==> config.mk <==
export PLATFORM = sky130hd
export DESIGN_NAME = rdyval_fifo
export DESIGN_NICKNAME = d
export VERILOG_FILES = /design/src/rtl/rdyval_fifo.sv
export SDC_FILE = /design/constraint.sdc
export NUM_CORES = 1
export LEC_CHECK = 0
export ABC_AREA = 1
export BUFFER_PORTS_ARGS = -buffer_cell sky130_fd_sc_hd__buf_4
export CAP_MARGIN = 20
export CORE_ASPECT_RATIO = 0.7
export CORE_UTILIZATION = 35
export CTS_BUF_LIST = sky130_fd_sc_hd__clkbuf_4
export DETAILED_ROUTE_END_ITERATION = 10
export PLACE_DENSITY = 0.52
export SYNTH_ARGS = -nofsm -noshare
export SYNTH_HDL_FRONTEND = slang
export SYNTH_SLANG_ARGS = --single-unit
==> constraint.sdc <==
create_clock -name clk -period 2.9 [get_ports clk]
set_clock_uncertainty 0.1 [all_clocks]
set_input_delay 0.145 -clock clk [delete_from_list [all_inputs] [get_ports clk]]
set_output_delay 0.145 -clock clk [all_outputs]
set_load 0.05 [all_outputs]
==> src/rtl/rdyval_fifo.sv <==
// rdyval_fifo: synchronous ready/valid FIFO with registered occupancy.
// Output comes straight from the storage array (no fall-through), so data
// accepted into an empty FIFO is presented on the cycle after acceptance.
// rdy depends only on registered state and flush, and vld_nxt only on
// registered state, so neither side has a combinational path to the other.
module rdyval_fifo #(
    parameter int DWIDTH = 32,
    parameter int DEPTH  = 4
) (
    input  logic                     clk,
    input  logic                     rst_n,
    input  logic                     flush,
    input  logic                     vld,
    output logic                     rdy,
    input  logic [DWIDTH-1:0]        i_dat,
    output logic                     vld_nxt,
    input  logic                     rdy_nxt,
    output logic [DWIDTH-1:0]        o_dat,
    output logic [$clog2(DEPTH):0]   count,
    output logic                     full,
    output logic                     empty
);

    localparam int AW = $clog2(DEPTH);
    localparam int CW = AW + 1;

    // Pointer wrap relies on DEPTH being an exact power of two.
    if (DEPTH < 2 || (DEPTH & (DEPTH - 1)) != 0) begin : g_bad_depth
        $error("rdyval_fifo: DEPTH must be a power of two and >= 2");
    end
    if (DWIDTH < 1) begin : g_bad_width
        $error("rdyval_fifo: DWIDTH must be >= 1");
    end

    logic [DWIDTH-1:0] r_mem [DEPTH];
    logic [AW-1:0]     r_wptr;
    logic [AW-1:0]     r_rptr;
    logic [CW-1:0]     r_count;

    logic              w_full;
    logic              w_empty;
    logic              w_push;
    logic              w_pop;

    // Status flags and handshakes decoded from the registered occupancy.
    always_comb begin
        w_full  = (r_count == CW'(DEPTH));
        w_empty = (r_count == '0);
        w_push  = vld & ~w_full & ~flush;
        // flush cancels a downstream transfer in the same cycle
        w_pop   = ~w_empty & rdy_nxt & ~flush;
    end

    assign rdy     = ~w_full & ~flush;
    assign vld_nxt = ~w_empty;
    assign full    = w_full;
    assign empty   = w_empty;
    assign count   = r_count;
    assign o_dat   = r_mem[r_rptr];

    // Pointer and occupancy update; reset beats flush, flush beats transfers.
    always_ff @(posedge clk) begin
        if (!rst_n) begin
            r_wptr  <= '0;
            r_rptr  <= '0;
            r_count <= '0;
        end else if (flush) begin
            r_wptr  <= '0;
            r_rptr  <= '0;
            r_count <= '0;
        end else begin
            if (w_push) begin
                r_wptr <= r_wptr + AW'(1);
            end
            if (w_pop) begin
                r_rptr <= r_rptr + AW'(1);
            end
            if (w_push && !w_pop) begin
                r_count <= r_count + CW'(1);
            end else if (w_pop && !w_push) begin
                r_count <= r_count - CW'(1);
            end
        end
    end

    // Storage array; contents are don't-care until written, so no reset.
    always_ff @(posedge clk) begin
        if (rst_n && w_push) begin
            r_mem[r_wptr] <= i_dat;
        end
    end

endmodule

==> results.py <==
metrics = {
    "clock_network": {
        "htreeDepth": 4,
        "clkSinkCount": 137,
        "cts_buffers": 17,
        "clk_latency_ps": 520,
        "root_buffer": "clkbuf_4",
        "cts.clk_slew.worst_paths_ps": 140,
        "cts_setup_buffers": 0,
        "cts_tree": "done",
        "cts.path.max_buffers": 2,
    },
    "sta": {
        "timing.final.max_slew_violations": 0,
        "period_share_pct": 93.0,
        "fin_crit_ps": 2700,
        "worst_pin_slew_ps": 634,
        "rsz0062_at_grt": "false",
        "finalHoldViolations": 0,
        "setup_viol": 0,
        "fmax_ghz": 0.371,
        "slew_headroom_pct": 57.7,
    },
    "place": {
        "portBuffers": 75,
        "place_hpwl_mm": 6.77,
        "gp_congestion": 0.755,
        "dp.cells": 640,
    },
    "layout": {
        "final_net_count": 550,
        "n_antenna_cell": 0,
        "multi_input_area_um2": 1060,
        "seqCellArea_um2": 4030,
        "layout_common_cells": "128 x edfxtp_1, 80 x buf_4, 76 x nor2_1",
        "nFillCells": 1357,
        "drive_gt1_share_pct": 23.8,
        "syn_to_final_growth_pct": 28.3,
        "fin_cells": 715,
        "final_common_cell": "edfxtp_1",
        "final_util_pct": 46.1,
    },
    "die": {
        "core_um2": 14700,
        "die_x_um": 149,
        "io_pins": 76,
        "die-area_um2": 15600,
        "rows": 37,
        "initial_core_util_pct": 35.9,
        "die_y_um": 105,
    },
    "global_routing": {
        "antenna_found_initial": 0,
        "track_usage_pct": 15.5,
        "grt_pass1_wl_mm": 18.2,
        "overflow": 0,
        "grt_pass1_vias": 3386,
        "grt_max_degree": 65,
    },
    "pwr": {
        "power.internal_mw": 2.88,
        "switching_power_mw": 1.05,
        "p_sw_share_pct": 26.7,
        "power_frac_comb_pct": 10.2,
        "vdd_drop_max_v": 0.000241,
        "leakagePower_nw": 2.46,
        "power_density_nw_per_um2": 579,
        "power_mw": 3.93,
        "power_frac_seq_pct": 55.9,
        "pwr-share-clk_pct": 33.9,
    },
    "logic_synthesis": {
        "synth_edf_count": 128,
        "synth-async-reset-ratio_pct": 0,
        "ys_warn_count": 0,
        "yosys.area_share.simple_pct": 7.62,
        "avgSynthCellArea_um2": 13.8,
        "synthMuxAreaShare_pct": 0,
        "synth_fp_nets": 425,
        "synthAdderAreaFrac_pct": 1.56,
        "synth_top_family_by_area": "compound AO/OA/AOI/OAI gates",
        "synth_seq_cells": 137,
        "netlist_area_um2": 5290,
        "synthXorXnorAreaFrac_pct": 0.331,
        "synthDistinctLibCells": 22,
        "netlist_instances": 382,
        "seq_area_frac_synth_pct": 76.1,
        "synth-compound-area-share_pct": 10.0,
        "ys.flop_type": "edfxtp_1",
    },
    "detailed_routing": {
        "drt_wl_total_mm": 11.2,
        "final_antenna_net_count": 0,
        "drtPass1Iterations": 4,
        "route.detailed.drc": 0,
        "detail_route.vias_per_cell": 4.66,
        "drtIter0Drc": 154,
        "wl_per_cell_um": 15.7,
        "vias": 3332,
    },
    "hold_path": {
        "hp-class": "primary input to flip-flop",
    },
    "worst_setup_path": {
        "timing_worst_setup_path_type": "flip-flop to flip-flop",
        "crit_path_end_kind": "flip-flop",
        "critPathArrivalTime_ps": 3020,
        "cp-start-kind": "flip-flop",
        "path_max_fanout": 4,
        "crit_required_ps": 3230,
    },
    "status": {
        "outcome": "finished clean",
    },
    "job": {
        "max-cap-violations": 0,
    },
}
==> cell usage after synthesis, types with 2 or more instances <==
| cell type | n | area share (%) |
|---|---|---|
| buf_2 | 6 | 0.57 |
| o21ai_0 | 36 | 3.4 |
| buf_6 | 9 | 1.9 |
| nand3_1 | 2 | 0.19 |
| nand3_2 | 2 | 0.38 |
| nand2_1 | 16 | 1.1 |
| ha_1 | 5 | 1.2 |
| dfxtp_1 | 9 | 3.4 |
| o21ai_1 | 28 | 2.6 |
| o22ai_1 | 32 | 3.8 |
| inv_1 | 16 | 1.1 |
| xor2_1 | 2 | 0.33 |
| buf_4 | 3 | 0.43 |
| edfxtp_1 | 128 | 73 |
| nor2_1 | 80 | 5.7 |
| a21oi_1 | 2 | 0.19 |
==> layer usage <==
| metal | vias to the layer above | wire, µm | global-route usage (%) |
|---|---|---|---|
| met5 | - | 0 | 0 |
| met4 | 0 | 99 | 3.72 |
| met3 | 10 | 533 | 4.50 |
| met2 | 80 | 4620 | 21.9 |
| met1 | 1585 | 5970 | 23.1 |
| li1 | 1657 | - | - |
==> registers in the layout, indices dropped and copies added, names as in the netlist, named ones only <==
| name | count |
|---|---|
| r_mem | 128 |
| count | 3 |
| r_wptr | 2 |
| r_rptr | 2 |
==> worst max-delay path: stages (launching register included) <==
cell and delay (ps):
dfxtp_1 440, nor2_1 90, nand2_1 120, nand4_1 100, dlygate4sd3_1 580, nand2_1 70
dlygate4sd3_1 540, nor2_1 40, dlygate4sd3_1 540
==> kinds of logic after synthesis <==
kind of cell,after synthesis
buffers and inverters,37
AOI/OAI and AO/OA,98
adders and majority gates,6
and+or+nand+nor,102
xor gates and xnor gates,2
DFF,137
==> power by group through the flow <==
stage                     sequential [mW]  combinational [mW]  clock [mW]
after CTS                            2.20               0.407        1.37
after detailed placement             2.24               0.361           0
after global routing                 2.20               0.433        1.45
final                                2.20               0.403        1.33
after floorplan                      2.24               0.215           0
after global placement               2.24               0.359           0
==> final timing paths <==
check	startpoint	end	slack, ps	cells after the start
setup reg to reg	count[1]	r_wptr[0]	200	8
hold / removal	i_dat[27]	r_mem[0][27]	260	2
setup / recovery	count[1]	r_wptr[0]	200	8
hold reg to reg	count[1]	count[1]	460	2
==> through the flow <==
stage | area (µm²) | hold slack (ps) | worst slack, ps | setup TNS (ps)
after CTS | 6790 | 217 | 236 | 0
after global routing | 6790 | 204 | 77.3 | 0
after floorplan | 5290 | 144 | -154 | -19720
final | 6790 | 257 | 202 | 0
after detailed placement | 6050 | 253 | 624 | 0
after global placement | 6050 | 253 | 725 | 0
==> layout make-up <==
cell class                 count  share of cell area [%]
inverter                      18                    1.11
tap                          195                    3.59
clock inverter                15                    2.67
timing repair buffer         125                    15.8
sequential                   137                    59.3
multi-input combinational    208                    15.7
clock buffer                  17                    1.88
==> timing repair <==
item | in CTS | in global routing
gates resized for setup | 0 | 0
hold endpoints to repair | 137 | 0
hold buffers | 43 | 0
No activity file was read; power rests on OpenSTA's default activity.
